### src/rtl/instr_fetch_pkg.sv
// -----------------------------------------------------------------------------
// instr_fetch_pkg
//   Constants shared by the fetch stage and the downstream decoder:
//   FSM state encodings, default opcode length-select bit, data/instruction
//   widths, and a helper for the assembled instruction width.
// -----------------------------------------------------------------------------
package instr_fetch_pkg;

    // Default widths; the instruction is always two RAM words wide.
    localparam int DATA_W_DEF  = 8;
    localparam int ADDR_W_DEF  = 8;
    localparam int INSTR_W_DEF = 2 * DATA_W_DEF;

    // Opcode bit that marks a 2-byte instruction.
    localparam int LEN_BIT_DEF = 7;

    // FSM state encodings
    localparam logic [2:0] ST_IDLE    = 3'd0;
    localparam logic [2:0] ST_OP_REQ  = 3'd1;
    localparam logic [2:0] ST_OP_CAP  = 3'd2;
    localparam logic [2:0] ST_OPR_REQ = 3'd3;
    localparam logic [2:0] ST_OPR_CAP = 3'd4;
    localparam logic [2:0] ST_OUT     = 3'd5;

    // Assembled instruction width for a given RAM data width.
    function automatic int instr_width(input int data_w);
        return 2 * data_w;
    endfunction

endpackage

### src/rtl/instr_fetch.sv
// -----------------------------------------------------------------------------
// instr_fetch
//   Fetch stage in front of a 1-cycle-latency byte RAM. Owns the PC, reads
//   the opcode byte (and operand byte for 2-byte opcodes) and presents the
//   assembled instruction to the decoder over a valid/ready handshake.
//
// Ports
//   clock        rising-edge clock
//   reset_n      asynchronous active-low reset
//   run          fetch enable (level), sampled only when leaving IDLE/OUT
//   mem_addr     RAM read address, always the current PC
//   mem_data     RAM read data (for the address of the previous cycle)
//   redirect     load redirect_pc into PC and abandon the current fetch
//   redirect_pc  new PC value
//   instr_valid  instruction available (state OUT)
//   instr_ready  decoder accepts
//   instr        {opcode, operand}; operand is 0 for 1-byte instructions
//   instr_len    0 = 1 byte, 1 = 2 bytes
//   instr_pc     address of the opcode byte
// -----------------------------------------------------------------------------
module instr_fetch
    import instr_fetch_pkg::*;
#(
    parameter int                ADDR_W   = ADDR_W_DEF,
    parameter int                DATA_W   = DATA_W_DEF,
    parameter logic [ADDR_W-1:0] RESET_PC = '0,
    parameter int                LEN_BIT  = LEN_BIT_DEF
) (
    input  logic                  clock,
    input  logic                  reset_n,
    input  logic                  run,
    output logic [ADDR_W-1:0]     mem_addr,
    input  logic [DATA_W-1:0]     mem_data,
    input  logic                  redirect,
    input  logic [ADDR_W-1:0]     redirect_pc,
    output logic                  instr_valid,
    input  logic                  instr_ready,
    output logic [2*DATA_W-1:0]   instr,
    output logic                  instr_len,
    output logic [ADDR_W-1:0]     instr_pc
);

    logic [2:0]        state_q, state_d;
    logic [ADDR_W-1:0] pc_q, pc_d;
    logic [DATA_W-1:0] opc_q, opc_d;
    logic [DATA_W-1:0] opr_q, opr_d;
    logic              len_q, len_d;
    logic [ADDR_W-1:0] ipc_q, ipc_d;
    logic [ADDR_W-1:0] pc_inc;

    // Natural wrap of the ADDR_W-bit adder gives modulo-2^ADDR_W PC.
    assign pc_inc = pc_q + 1'b1;

    always_comb begin
        state_d = state_q;
        pc_d    = pc_q;
        opc_d   = opc_q;
        opr_d   = opr_q;
        len_d   = len_q;
        ipc_d   = ipc_q;

        case (state_q)
            ST_IDLE: begin
                if (run) state_d = ST_OP_REQ;
            end
            ST_OP_REQ: begin
                state_d = ST_OP_CAP;
            end
            ST_OP_CAP: begin
                opc_d = mem_data;
                ipc_d = pc_q;
                pc_d  = pc_inc;
                if (mem_data[LEN_BIT]) begin
                    len_d   = 1'b1;
                    state_d = ST_OPR_REQ;
                end else begin
                    len_d   = 1'b0;
                    opr_d   = '0;
                    state_d = ST_OUT;
                end
            end
            ST_OPR_REQ: begin
                state_d = ST_OPR_CAP;
            end
            ST_OPR_CAP: begin
                opr_d   = mem_data;
                pc_d    = pc_inc;
                state_d = ST_OUT;
            end
            ST_OUT: begin
                if (instr_ready) state_d = run ? ST_OP_REQ : ST_IDLE;
            end
            default: begin
                state_d = ST_IDLE;
            end
        endcase

        // Redirect wins over everything. Output registers keep their old
        // contents so a half-captured instruction never reaches instr, and
        // a same-cycle handshake in OUT has already been honoured by the
        // decoder sampling valid&ready.
        if (redirect) begin
            pc_d    = redirect_pc;
            opc_d   = opc_q;
            opr_d   = opr_q;
            len_d   = len_q;
            ipc_d   = ipc_q;
            state_d = run ? ST_OP_REQ : ST_IDLE;
        end
    end

    always_ff @(posedge clock or negedge reset_n) begin
        if (!reset_n) begin
            state_q <= ST_IDLE;
            pc_q    <= RESET_PC;
            opc_q   <= '0;
            opr_q   <= '0;
            len_q   <= 1'b0;
            ipc_q   <= '0;
        end else begin
            state_q <= state_d;
            pc_q    <= pc_d;
            opc_q   <= opc_d;
            opr_q   <= opr_d;
            len_q   <= len_d;
            ipc_q   <= ipc_d;
        end
    end

    assign mem_addr    = pc_q;
    assign instr_valid = (state_q == ST_OUT);
    assign instr       = {opc_q, opr_q};
    assign instr_len   = len_q;
    assign instr_pc    = ipc_q;

endmodule
### config.mk
export PLATFORM = sky130hd
export DESIGN_NAME = instr_fetch
export DESIGN_NICKNAME = d
export VERILOG_FILES = /design/src/rtl/instr_fetch_pkg.sv /design/src/rtl/instr_fetch.sv
export SDC_FILE = /design/constraint.sdc
export NUM_CORES = 1
export LEC_CHECK = 0
export BUFFER_PORTS_ARGS = -buffer_cell sky130_fd_sc_hd__buf_2
export CAP_MARGIN = 0
export CORE_ASPECT_RATIO = 0.75
export CORE_UTILIZATION = 40
export DETAILED_ROUTE_END_ITERATION = 7
export PLACE_DENSITY = 0.66
export SLEW_MARGIN = 20
export SYNTH_ARGS = -nofsm -noshare
export SYNTH_HDL_FRONTEND = slang
export SYNTH_SLANG_ARGS = --single-unit
### constraint.sdc
create_clock -name clock -period 2.65 [get_ports clock]
set_clock_uncertainty 0.1 [all_clocks]
set_input_delay 0.265 -clock clock [delete_from_list [all_inputs] [get_ports clock]]
set_output_delay 0.265 -clock clock [all_outputs]
set_load 0.005 [all_outputs]
## Word-level counts from Yosys, hierarchy flattened

Cells that the tools add are included.

| storage, ports and cells | value |
|---|---|
| output and inout port bits | 34 |
| memories kept | 0 |
| bits in registers | 36 |
| bits in writable memories | 0 |
| bits of input ports | 21 |
| logic and storage cells | 34 |
| bits in latches | 0 |
| bits in read-only memories | 0 |

| cells by class | value |
|---|---|
| shifts and indexed selects | 0 |
| magnitude comparators | 0 |
| divide/modulo/power cells | 0 |
| reductions and logical operators | 7 |
| multiply operators | 0 |
| $add $sub $neg | 1 |
| bitwise logic cells | 1 |
| eq/ne operators | 8 |
| multiplexer cells | 11 |

Operators with widths:

| kind | count |
|---|---|
| $mux 8 | 3 |
| $pmux 3 s6 | 1 |
| $pmux 8 s2 | 1 |
| $mux 3 | 4 |
| $add 8x1->8 const B | 1 |
| $eq 3x2->1 const B | 2 |
| $eq 3x3->1 const B | 2 |
| $reduce_and 2->1 | 2 |
| $reduce_bool 2->1 | 2 |
| $eq 3x1->1 const B | 1 |
| $logic_not 3->1 | 1 |
| $ne 3x2->1 const B | 1 |
| $ne 3x3->1 const B | 1 |
| $reduce_and 3->1 | 1 |
| $mux 1 | 2 |
| $ne 2x2->1 const B | 1 |
| $reduce_or 2->1 | 1 |
| $not 1->1 | 1 |

## Depth between registers and ports, before layout

Gate-level depths: netlist of run 1.

| depth | value |
|---|---|
| depth after elaboration | 4 |
| gate-level depth with buffers | 5 |
| mapped depth without buffers | 4 |

## Worst setup path before layout of run 1

Ideal clock, no wire load.

| timing | value |
|---|---|
| path kind | register to register |
| start | register state_q[2] |
| end | register len_q, in the netlist instr_len |
| setup time | 0.125 ns |
| arrival | 1.526 ns |
| cell stages (with the launch flop) | 5 |
| slack | 0.899 ns |
| buffers on the path | 2 |
| period minus slack after synthesis | 1.751 ns |
| required time | 2.425 ns |
| cell sequence | dfrtp_1 -> buf_6 -> nor4b_4 -> buf_2 -> mux2_2 |

| between the ends | value |
|---|---|
| longest elaborated chain between the ends | 2 |

RTL lines:

| element | line | RTL |
|---|---|---|
| start, declared | instr_fetch.sv:43 | `logic [2:0] state_q, state_d;` |
| start signal, assigned | instr_fetch.sv:121 | `state_q <= state_d;` |
| $eq 3x2->1 | instr_fetch.sv:62 | `case (state_q)` |
| $reduce_and 2->1 (no line) | - |  |
| end signal, assigned | instr_fetch.sv:125 | `len_q <= len_d;` |
| end, declared | instr_fetch.sv:47 | `logic len_q, len_d;` |

No other way between the ends.
A chain may end at the register's enable or synchronous reset.

## Final worst setup path of run 1

| timing | value |
|---|---|
| start | register state_q[1] |
| end | register opr_q[1] |

| between the ends | value |
|---|---|
| longest elaborated chain between the ends | 3 |
| elaborated cells on any way between the ends | 6 |
| classes of those cells | eq/ne (3); mux (1); reduce/logical (2) |

RTL lines:

| element | line | RTL |
|---|---|---|
| $eq 3x2->1 or $eq 3x3->1 (tied branches) | instr_fetch.sv:62 |  |
| $ne 2x2->1 (no line) or $reduce_bool 2->1 (tied branches) | - |  |
| $reduce_and 3->1 (no line) | - |  |
| end signal, assigned | instr_fetch.sv:124 | `opr_q <= opr_d;` |
| end, declared | instr_fetch.sv:46 | `logic [DATA_W-1:0] opr_q, opr_d;` |

Parallel ways exist; a longest one is shown, timed or not.

==> tab_implementation.tex, run 1 <==
\begin{tabular}{lr}
\hline
Metric & Value \\
\hline
\multicolumn{2}{l}{\textbf{Job}} \\
\quad Number of max-capacitance violations reported & 0 \\
\multicolumn{2}{l}{\textbf{Placed design}} \\
\quad I/O Buffers & 54 \\
\quad DPL Wire Length & between 2 and 2.5 mm \\
\quad Final estimated routing congestion in global placement & 0.8009 \\
\multicolumn{2}{l}{\textbf{Die}} \\
\quad Die area & $\sim$4500 sq um \\
\quad Boundary Pins & 55 \\
\quad Horiz. Die Dim & approximately 77 microns \\
\quad Site Rows & 20 \\
\quad Die height & around 58 microns \\
\quad Std-Cell Core Area & roughly 4000 sq um \\
\quad Initial Util & a little over two fifths \\
\multicolumn{2}{l}{\textbf{Clocking}} \\
\quad CTS sink count & 35 \\
\quad Post-CTS setup buffers & 0 \\
\quad Number of H-tree levels & 2 \\
\quad Latest clock arrival within the worst-skew pair & about 0.28 ns \\
\quad Number of instances resized during post-cts repair & 0 \\
\quad Maximum number of buffers from clock root to sink & 2 \\
\quad Clock tree from TritonCTS & done \\
\quad Hold buffer count at cts & 1 \\
\quad Root Buffer Master & clkbuf\_8 \\
\quad Clock-pin transition on the worst setup and hold timing paths & 0.07 ns \\
\quad Total clock buffers created by CTS & 5 \\
\multicolumn{2}{l}{\textbf{Global routing}} \\
\quad Global Route Usage Sum & approximately 17\% \\
\quad Pin count of the biggest net entering global routing & 36 \\
\quad Leftover overflow at the end of global routing & 0 \\
\quad Met3 global-route usage & under 10\% \\
\quad Met2 Resource Use GR & 28.70\% \\
\quad First-pass GRT wire length & between 5 and 6 mm \\
\quad Via count of the first global-routing pass & 1,258 \\
\quad Antenna violations before repair & 0 \\
\quad Global route hottest layer & met2 \\
\quad Met1 demand-to-capacity share in global routing & approximately a fifth \\
\multicolumn{2}{l}{\textbf{Cells and area}} \\
\quad Signed area change from the synthesized netlist to the final layout & 24.94\% \\
\quad Antenna cell count & 0 \\
\quad Post-route core utilization & approximately 52\% \\
\quad Final Net Count & approximately 220 \\
\quad Share of cells above drive strength 1 & between 40\% and 50\% \\
\multicolumn{2}{l}{\textbf{Worst setup path}} \\
\quad Max stage delay on crit path & $\sim$0.52 ns \\
\quad Standard cell with the maximum stage delay on the critical path & a211oi\_4 \\
\quad Slack of the worst reg-to-reg path & just under 0.8 ns \\
\quad Ordered cell list for the critical path & or3b\_4 > a211oi\_4 > mux2i\_1 \\
\quad Worst setup startpoint & state\_q[1] \\
\quad Data arrival, critical path & 1.98 ns \\
\quad Maximum fanout count along the critical path & 9 \\
\quad Worst setup SP type & flip-flop \\
\quad Startpoint of the lowest-slack register-to-register path & state\_q[1] \\
\quad CP top delay family & compound AO/OA/AOI/OAI gates \\
\quad Buffers plus inverters on the worst setup path & 0 \\
\quad Sort of element at the end of the critical path & flip-flop \\
\quad Data required time of the worst path & approximately 2.8 ns \\
\quad Setup Crit Path Kind & flip-flop to flip-flop \\
\multicolumn{2}{l}{\textbf{Logic synthesis}} \\
\quad Share of the yosys chip area belonging to registers & 52.12\% \\
\quad Register bit count reported by yosys & 35 \\
\quad Count of warnings emitted by yosys & 0 \\
\quad Syn Nets & about 170 \\
\quad Avg Synthesized Cell Area & between 10 and 15 sq um \\
\quad Number of cells produced by synthesis & $\sim$150 \\
\quad Number of different library cells in the post-synthesis netlist & 40 \\
\quad Synthesized area & roughly 1700 sq um \\
\multicolumn{2}{l}{\textbf{Power}} \\
\quad Power spent charging and discharging nets & between 0.5 and 0.6 mW \\
\quad Internal power consumption & $\sim$1.3 mW \\
\quad Power Density & 884.7 nW/um\^{}2 \\
\quad Peak supply drop & 510.9 uV \\
\quad Switching share of power & 28.85\% \\
\quad Sequential share of power & between 40 and 50\% \\
\quad Combinational share of power & between 20 and 30\% \\
\quad Leakage power total & just over 0.9 nW \\
\quad Clk network pwr share & between 20\% and 30\% \\
\multicolumn{2}{l}{\textbf{Route}} \\
\quad Detailed Route Iter0 Violations & between 70 and 80 \\
\quad Total number of vias & 1,261 \\
\quad Routed length per instance & 13.52 microns \\
\quad Post-route DRC violation count & 0 \\
\quad Routed wire length & approximately 3.5 mm \\
\quad Via density per instance & between 4 and 5 \\
\quad Length of the first detailed-routing pass in iterations & 4 \\
\quad Remaining antenna violation count after routing & 0 \\
\multicolumn{2}{l}{\textbf{STA}} \\
\quad Setup TNS Final & 0 ns \\
\quad Final hold vios & 0 \\
\quad RSZ-0062 raised after global routing & false \\
\quad Final worst path period share & between 70 and 80\% \\
\quad Max-slew violation count & 0 \\
\quad Fin Hold WS & 0.09951 ns \\
\quad Worst slew margin relative to its limit & 39.34\% \\
\quad Min Clock Period, post-route & 1.878 ns \\
\quad Max Clock Freq & 0.5325 GHz \\
\quad Count of final setup violators & 0 \\
\quad Least-Margin Pin Slew & between 0.9 and 1 ns \\
\multicolumn{2}{l}{\textbf{Worst hold path}} \\
\quad Worst min path class & input port to flip-flop \\
\quad Hold path start & redirect\_pc[2] \\
\multicolumn{2}{l}{\textbf{Outcome}} \\
\quad Status & finished clean \\
\hline
\end{tabular}
-- flip-flops by register name, summed over array words and instances (netlist names) --
name,cells
instr_len,1
instr_pc,8
opr_q,8
mem_addr,8
state_q,3
opc_q,7
-- cells in the final DEF (no fill, tap or decap), types with 2 or more instances in the layout --
cell,count
nand2b_1,2
nand3b_1,2
nor2_1,6
dfrtp_1,35
o31ai_1,4
mux2_2,17
o211ai_1,2
a31oi_1,4
nand3_1,4
nand2_1,10
clkbuf_8,6
buf_2,54
a21oi_1,3
mux2i_1,7
or4_1,6
o21ai_0,2
inv_1,11
nor2b_1,2
-- logic make-up (layout without fill, tap and decap cells) --
| family | Yosys count | count (layout) | synth area share [%] |
|---|---|---|---|
| multiplexers | 24 | 24 | 15.56 |
| adder cells (fa/ha/maj) | 1 | 1 | 0.7445 |
| buffers and inverters | 20 | 76 | 5.956 |
| XOR/XNOR | 1 | 1 | 0.5213 |
| AO/OA/AOI/OAI | 22 | 22 | 9.978 |
| AND/OR/NAND/NOR | 42 | 42 | 15.12 |
| flip-flops | 35 | 35 | 52.12 |
-- cell usage after synthesis, drive strengths merged --
master  number  share of area (%)
o31ai        4                1.8
nor4b        1                1.4
o211ai       2               0.89
mux2        17                 11
a31oi        4                1.5
or2b         1               0.45
nand2b       2               0.74
nand2       10                2.2
nor3         1               0.30
o22ai        1               0.37
nand4        1               0.37
or2          1               0.37
a211oi       1                1.2
nand3        4                1.2
nand3b       2               0.89
nor3b        1               0.45
nor2b        2               0.74
o311ai       1               0.52
xnor2        1               0.52
ha           1               0.74
mux2i        7                4.2
o21ai        2               0.60
a221oi       1               0.52
nor2         6                1.3
a21oi        3               0.89
buf          6                2.8
clkbuf       2               0.45
o32a         1               0.67
or4          6                2.7
dfrtp       35                 52
inv         11                2.5
and2         1               0.37
a221o        1               0.60
or3b         2                1.2
a21o         1               0.45
nor4         1               0.37
clkinv       1               0.22
-- power by group through the flow --
stage | Clock, mW | Sequential (mW) | Combinational [mW]
after floorplan | 0 | 0.848 | 0.284
after global placement | 0 | 0.839 | 0.514
after detailed placement | 0 | 0.855 | 0.530
after CTS | 0.509 | 0.844 | 0.533
after global routing | 0.535 | 0.868 | 0.583
final | 0.492 | 0.842 | 0.523
-- tightest hold or removal path: cells and delay by family --
family                 cells  cell delay, ns
AND/OR/NAND/NOR            2            0.10
buffers and inverters      1            0.08
-- per-layer routing --
layer / wire length (microns) / vias to the layer above
li1: - / 631
met1: 1597 / 592
met2: 1672 / 33
met3: 153 / 5
met4: 40 / 0
met5: 0 / -
-- worst paths after layout --
kind                       cells after the start           to
setup reg to reg                               3     opr_q[1]
min in group asynchronous                      2  instr_pc[3]
max in group asynchronous                      2     opc_q[6]
setup / recovery                               3     opr_q[1]
hold reg to reg                                1     opc_q[6]
hold / removal                                 3  mem_addr[2]
-- metrics by stage --
stage | instances | cell area, sq um | power, mW | worst slack (ns)
2_1_floorplan | 145 | 1680 | 1.132 | 0.8992
3_3_place_gp | 247 | 1972 | 1.353 | 0.8354
3_5_place_dp | 247 | 1972 | 1.385 | 0.7771
4_1_cts | 256 | 2100 | 1.885 | 0.7605
5_1_grt | 256 | 2100 | 1.986 | 0.5292
6_report | 256 | 2100 | 1.857 | 0.7722
-- layout make-up --
class	count	area, sq um
multi-input combinational	90	704.4
fill	366	1929
tap	55	68.82
clock buffer	6	82.58
sequential	35	875.8
inverter	12	45.04
clock inverter	2	35.03
timing repair buffer	56	287.8
Note: power is estimated with default switching activity, not from simulation.
==> run 2: changes to the inputs <==
==> constraint.sdc (replaced) <==
create_clock -name clock -period 1.95 [get_ports clock]
set_clock_uncertainty 0.1 [all_clocks]
set_input_delay 0.195 -clock clock [delete_from_list [all_inputs] [get_ports clock]]
set_output_delay 0.195 -clock clock [all_outputs]
set_load 0.005 [all_outputs]
==> run 2 against run 1 <==
Net effect: core utilization is the same; design area unchanged; first-iteration DRC count is 27% lower; power is 29% higher; die area is the same; cell count grew 0.78%; critical path depth increased by 1; clock power up 6.3%; count of clock-buffer cells in the layout stayed put; hold slack got worse by 0.042 ns; register-to-register slack got worse by 0.62 ns.
==> tab_implementation.tex, run 2 (same netlist as run 1, synthesis figures left out) <==
\begin{tabular}{lr}
\hline
Metric & Value \\
\hline
\multicolumn{2}{l}{\textbf{Power}} \\
\quad Clk network pwr share & a little over a fifth \\
\quad Power spent charging and discharging nets & between 0.7 and 0.8 mW \\
\quad Switching share of power & about 30\% \\
\quad Sequential share of power & about 48\% \\
\quad Internal power consumption & $\sim$1.7 mW \\
\quad Power Density & $\sim$1100 nW/um\^{}2 \\
\quad Combinational share of power & around 30\% \\
\quad Peak supply drop & around 480 uV \\
\quad Total Power Consumption & 2.392 mW \\
\quad Leakage power total & $\sim$0.94 nW \\
\multicolumn{2}{l}{\textbf{STA}} \\
\quad Count of final setup violators & 0 \\
\quad Final worst path period share & between 90\% and 100\% \\
\quad RSZ-0062 raised after global routing & false \\
\quad Max-slew violation count & 0 \\
\quad Worst slew margin relative to its limit & $\sim$49\% \\
\quad Final hold vios & 0 \\
\quad Fin Hold WS & around 0.058 ns \\
\quad Max Clock Freq & about 0.56 GHz \\
\quad PnR worst setup slack & 0.1500 ns \\
\quad Min Clock Period, post-route & roughly 1.8 ns \\
\quad Least-Margin Pin Slew & $\sim$0.77 ns \\
\quad Setup TNS Final & 0 ns \\
\multicolumn{2}{l}{\textbf{Cells and area}} \\
\quad Signed area change from the synthesized netlist to the final layout & 24.94\% \\
\quad Register area & between 800 and 900 sq um \\
\quad Final Instance Area & approximately 2100 sq um \\
\quad Filler cell count in the final layout & 355 \\
\quad Final Net Count & 225 \\
\quad Post-route core utilization & a little over half \\
\quad Post-layout instance count excluding filler cells & between 200 and 300 \\
\quad Antenna cell count & 0 \\
\quad Most frequent standard cell in the layout excluding fill and tap cells & buf\_2 \\
\quad Share of cells above drive strength 1 & a little over two fifths \\
\quad Multi-input logic area & approximately 710 sq um \\
\quad Most frequent cells in the layout & 54 x buf\_2, 35 x dfrtp\_1, 17 x mux2\_2 \\
\multicolumn{2}{l}{\textbf{Die}} \\
\quad Site Rows & 20 \\
\quad Std-Cell Core Area & 4029 sq um \\
\quad Horiz. Die Dim & $\sim$77 microns \\
\quad Die area & $\sim$4500 sq um \\
\quad Boundary Pins & 55 \\
\quad Initial Util & 41.71\% \\
\quad Die height & about 58 microns \\
\multicolumn{2}{l}{\textbf{Placed design}} \\
\quad I/O Buffers & between 50 and 60 \\
\quad DPL Wire Length & 2.635 mm \\
\quad Final estimated routing congestion in global placement & $\sim$0.8 \\
\quad Placement Cell Area & between 1500 and 2000 sq um \\
\quad DP Worst Slack & between 0.03 and 0.04 ns \\
\quad Cell count after placement & 250 \\
\multicolumn{2}{l}{\textbf{Worst setup path}} \\
\quad Data arrival, critical path & $\sim$1.9 ns \\
\quad Worst setup SP type & flip-flop \\
\quad Maximum fanout count along the critical path & 9 \\
\quad Sort of element at the end of the critical path & flip-flop \\
\quad Data required time of the worst path & 2.05 ns \\
\quad Setup Crit Path Kind & flip-flop to flip-flop \\
\multicolumn{2}{l}{\textbf{Route}} \\
\quad Post-route DRC violation count & 0 \\
\quad Detailed Route Iter0 Violations & 53 \\
\quad Length of the first detailed-routing pass in iterations & 4 \\
\quad Total number of vias & 1,348 \\
\quad Routed wire length & approximately 3.7 mm \\
\quad Remaining antenna violation count after routing & 0 \\
\quad Routed length per instance & between 10 and 15 microns \\
\quad Via density per instance & between 5 and 6 \\
\multicolumn{2}{l}{\textbf{Clocking}} \\
\quad Total clock buffers created by CTS & 5 \\
\quad Clock tree from TritonCTS & done \\
\quad Number of H-tree levels & 2 \\
\quad CTS sink count & 35 \\
\quad Maximum number of buffers from clock root to sink & 2 \\
\quad Latest clock arrival within the worst-skew pair & about 0.28 ns \\
\quad Root Buffer Master & clkbuf\_8 \\
\quad Clock-pin transition on the worst setup and hold timing paths & roughly 0.07 ns \\
\multicolumn{2}{l}{\textbf{Global routing}} \\
\quad Global Route Usage Sum & 18.35\% \\
\quad Antenna violations before repair & 0 \\
\quad Via count of the first global-routing pass & $\sim$1,300 \\
\quad First-pass GRT wire length & 6.196 mm \\
\quad Leftover overflow at the end of global routing & 0 \\
\quad Pin count of the biggest net entering global routing & 36 \\
\multicolumn{2}{l}{\textbf{Worst hold path}} \\
\quad Worst min path class & input port to flip-flop \\
\multicolumn{2}{l}{\textbf{Job}} \\
\quad Number of max-capacitance violations reported & 0 \\
\multicolumn{2}{l}{\textbf{Outcome}} \\
\quad Status & finished clean \\
\hline
\end{tabular}
run 2: cell count changes in the layout (fill, tap and decap cells not counted), sizes merged:
cell	change
buf	+3
bufinv	-1
run 2: path summary, 6_finish.rpt:
kind | cells past startpoint | start | slack (ns) | endpoint
max in group asynchronous | 2 | reset_n | 0.83 | opc_q[3]
worst min register to register | 1 | instr_pc[3] | 0.40 | instr_pc[3]
min in group asynchronous | 2 | reset_n | 0.42 | instr_pc[3]
worst max register to register | 4 | state_q[1] | 0.15 | opr_q[5]
worst max-delay path | 4 | state_q[1] | 0.15 | opr_q[5]
worst min-delay path | 3 | redirect_pc[2] | 0.06 | mem_addr[2]
run 2: layout make-up:
type	count	area share (%)
clock inverters	1	0.2384
multi-input cells	90	33.91
flip-flops and latches	35	41.72
inverters	12	2.145
repair buffers	59	14.78
well taps	55	3.278
clock buffers	6	3.933
run 2: what timing repair did:
| action | 4_1_cts | 5_1_grt |
|---|---|---|
| hold buffers | 1 | 0 |
| gates resized for setup | 0 | 1 |
| setup endpoints to repair | 0 | 9 |
| hold endpoints to repair | 35 | 0 |
| buffers inserted | 0 | 0 |
run 2: power by group through the flow:
| stage | clock network (mW) | registers [mW] | logic [mW] |
|---|---|---|---|
| 3_5_place_dp | 0 | 1.16 | 0.727 |
| 2_1_floorplan | 0 | 1.15 | 0.387 |
| 6_report | 0.523 | 1.15 | 0.723 |
| 4_1_cts | 0.544 | 1.15 | 0.732 |
| 3_3_place_gp | 0 | 1.14 | 0.705 |
| 5_1_grt | 0.570 | 1.19 | 0.803 |
run 2: critical path, stage by stage (launching register included):
cell	delay [ns]
dfrtp_1	0.52
or3b_4	0.43
a211oi_4	0.23
buf_4	0.22
mux2i_1	0.21
run 2: metal layers:
layer / routed length, microns / up-vias / GRT usage (%) / share of wire [%]
met5: 0 / - / 0 / 0
met2: 1870 / 34 / 29.59 / 51
met1: 1584 / 674 / 23.26 / 43
met3: 184 / 4 / 5.039 / 5.0
li1: - / 636 / - / -
met4: 34 / 0 / 8.516 / 0.93
==> run 3: changes to the inputs <==
--- a/config.mk
+++ b/config.mk
@@ -8,9 +8,8 @@
 export BUFFER_PORTS_ARGS = -buffer_cell sky130_fd_sc_hd__buf_2
 export CAP_MARGIN = 0
 export CORE_ASPECT_RATIO = 0.75
-export CORE_UTILIZATION = 40
+export CORE_UTILIZATION = 35
 export DETAILED_ROUTE_END_ITERATION = 7
-export PLACE_DENSITY = 0.66
 export SLEW_MARGIN = 20
 export SYNTH_ARGS = -nofsm -noshare
 export SYNTH_HDL_FRONTEND = slang
==> constraint.sdc (replaced) <==
create_clock -name clock -period 2.2 [get_ports clock]
set_clock_uncertainty 0.1 [all_clocks]
set_input_delay 0.22 -clock clock [delete_from_list [all_inputs] [get_ports clock]]
set_output_delay 0.22 -clock clock [all_outputs]
set_load 0.005 [all_outputs]
==> run 3 against run 2 <==
Net effect: maximum frequency shrank 5.2%; combinational power fell by 12%; global-route usage fell by 3.5 points; register-to-register slack improved by 0.15 ns; clock power is 14% lower; critical path type unchanged.
==> tab_implementation.tex, run 3 (same netlist as run 1, synthesis figures left out) <==
\begin{tabular}{lr}
\hline
Metric & Value \\
\hline
\multicolumn{2}{l}{\textbf{Worst setup path}} \\
\quad Data required time of the worst path & 2.30 ns \\
\quad Startpoint of the lowest-slack register-to-register path & state\_q[1] \\
\quad Setup Crit Path Kind & flip-flop to flip-flop \\
\quad Worst setup startpoint & state\_q[1] \\
\quad Sort of element at the end of the critical path & flip-flop \\
\quad Worst setup SP type & flip-flop \\
\quad Data arrival, critical path & around 2.0 ns \\
\quad Maximum fanout count along the critical path & 9 \\
\multicolumn{2}{l}{\textbf{STA}} \\
\quad Final hold vios & 0 \\
\quad Final worst path period share & 86.29\% \\
\quad Max-slew violation count & 0 \\
\quad Max Clock Freq & around 0.53 GHz \\
\quad Min Clock Period, post-route & roughly 1.9 ns \\
\quad Least-Margin Pin Slew & 0.7954 ns \\
\quad Setup TNS Final & 0 ns \\
\quad Worst slew margin relative to its limit & 46.98\% \\
\quad RSZ-0062 raised after global routing & false \\
\quad Count of final setup violators & 0 \\
\multicolumn{2}{l}{\textbf{Die}} \\
\quad Die height & 62.01 microns \\
\quad Std-Cell Core Area & between 4000 and 5000 sq um \\
\quad Boundary Pins & 55 \\
\quad Site Rows & 21 \\
\quad Horiz. Die Dim & just over 80 microns \\
\quad Die area & around 5100 sq um \\
\quad Initial Util & a little under two fifths \\
\multicolumn{2}{l}{\textbf{Cells and area}} \\
\quad Most frequent standard cell in the layout excluding fill and tap cells & buf\_2 \\
\quad Final Net Count & about 230 \\
\quad Most frequent cells in the layout & 54 x buf\_2, 35 x dfrtp\_1, 17 x mux2\_2 \\
\quad Final Instance Area & approximately 2100 sq um \\
\quad Share of cells above drive strength 1 & $\sim$43\% \\
\quad Register area & 875.8 sq um \\
\quad Multi-input logic area & between 700 and 800 sq um \\
\quad Antenna cell count & 0 \\
\quad Filler cell count in the final layout & around 450 \\
\quad Signed area change from the synthesized netlist to the final layout & 24.27\% \\
\multicolumn{2}{l}{\textbf{Global routing}} \\
\quad Global Route Usage Sum & 14.89\% \\
\quad Leftover overflow at the end of global routing & 0 \\
\quad Pin count of the biggest net entering global routing & 36 \\
\quad Via count of the first global-routing pass & around 1,100 \\
\quad Antenna violations before repair & 0 \\
\quad First-pass GRT wire length & around 5.5 mm \\
\multicolumn{2}{l}{\textbf{Worst hold path}} \\
\quad Hold path start & redirect\_pc[2] \\
\quad Worst min path class & input port to flip-flop \\
\multicolumn{2}{l}{\textbf{Clocking}} \\
\quad Maximum number of buffers from clock root to sink & 2 \\
\quad Hold buffer count at cts & 1 \\
\quad Latest clock arrival within the worst-skew pair & $\sim$0.28 ns \\
\quad CTS sink count & 35 \\
\quad Number of instances resized during post-cts repair & 0 \\
\quad Number of H-tree levels & 2 \\
\quad Clock-pin transition on the worst setup and hold timing paths & 0.07 ns \\
\quad Post-CTS setup buffers & 0 \\
\quad Clock tree from TritonCTS & done \\
\quad Total clock buffers created by CTS & 5 \\
\quad Root Buffer Master & clkbuf\_8 \\
\multicolumn{2}{l}{\textbf{Route}} \\
\quad Length of the first detailed-routing pass in iterations & 4 \\
\quad Detailed Route Iter0 Violations & 71 \\
\quad Post-route DRC violation count & 0 \\
\quad Routed wire length & around 3.5 mm \\
\quad Total number of vias & between 1,000 and 1,500 \\
\quad Via density per instance & just under 5 \\
\quad Remaining antenna violation count after routing & 0 \\
\quad Routed length per instance & 13.51 microns \\
\multicolumn{2}{l}{\textbf{Power}} \\
\quad Total Power Consumption & 2.094 mW \\
\quad Leakage power total & 0.9312 nW \\
\quad Power Density & $\sim$1000 nW/um\^{}2 \\
\quad Peak supply drop & about 370 uV \\
\multicolumn{2}{l}{\textbf{Placed design}} \\
\quad I/O Buffers & 54 \\
\quad Placement Cell Area & between 1500 and 2000 sq um \\
\quad Final estimated routing congestion in global placement & 0.7088 \\
\quad DPL Wire Length & approximately 2.5 mm \\
\multicolumn{2}{l}{\textbf{Outcome}} \\
\quad Status & finished clean \\
\multicolumn{2}{l}{\textbf{Job}} \\
\quad Number of max-capacitance violations reported & 0 \\
\hline
\end{tabular}
[run 3: final timing paths]
| kind | to | slack (ns) | depth (start not counted) |
|---|---|---|---|
| setup / recovery | opr_q[3] | 0.30 | 3 |
| hold / removal | mem_addr[2] | 0.05 | 3 |
| setup reg to reg | opr_q[3] | 0.30 | 3 |
| hold reg to reg | instr_pc[7] | 0.40 | 1 |
| max in group asynchronous | opr_q[7] | 1.03 | 2 |
| min in group asynchronous | instr_pc[2] | 0.46 | 2 |
[run 3: worst max-delay path, stage by stage (launching register included)]
cell      delay (ns)
dfrtp_1         0.51
or3b_4          0.43
a211oi_4        0.53
mux2i_1         0.25
[run 3: power breakdown]
part	internal (mW)	total, mW	switching [mW]
combinational	0.367	0.634	0.267
sequential	0.867	1.01	0.145
clock	0.222	0.448	0.225
total	1.46	2.09	0.638
[run 3: layer usage]
| layer | GRT usage, % | vias to the layer above | share of wire, % |
|---|---|---|---|
| li1 | - | 636 | - |
| met1 | 20.40 | 629 | 50 |
| met2 | 22.31 | 28 | 45 |
| met3 | 3.212 | 4 | 4.1 |
| met4 | 7.769 | 0 | 1.4 |
| met5 | 0 | - | 0 |
[run 3: metrics by stage]
step	setup slack [ns]	hold WS [ns]	cells	utilization, %
after floorplan	0.4492	-0.1756	145	-
after global routing	0.2292	0.06533	261	45.94
after CTS	0.2842	0.04550	261	45.94
final	0.3017	0.05317	261	45.94
after global placement	0.3376	0.2538	252	43.93
after detailed placement	0.3058	0.2567	252	43.93
[run 3: area by class of cell]
cell class | instances | area share, %
Inverter | 12 | 2.157
Timing Repair Buffer | 59 | 14.86
Clock inverter | 1 | 0.2397
Sequential cell | 35 | 41.94
Clock buffer | 7 | 3.655
Multi-Input combinational cell | 90 | 33.73
Tap cell | 57 | 3.415
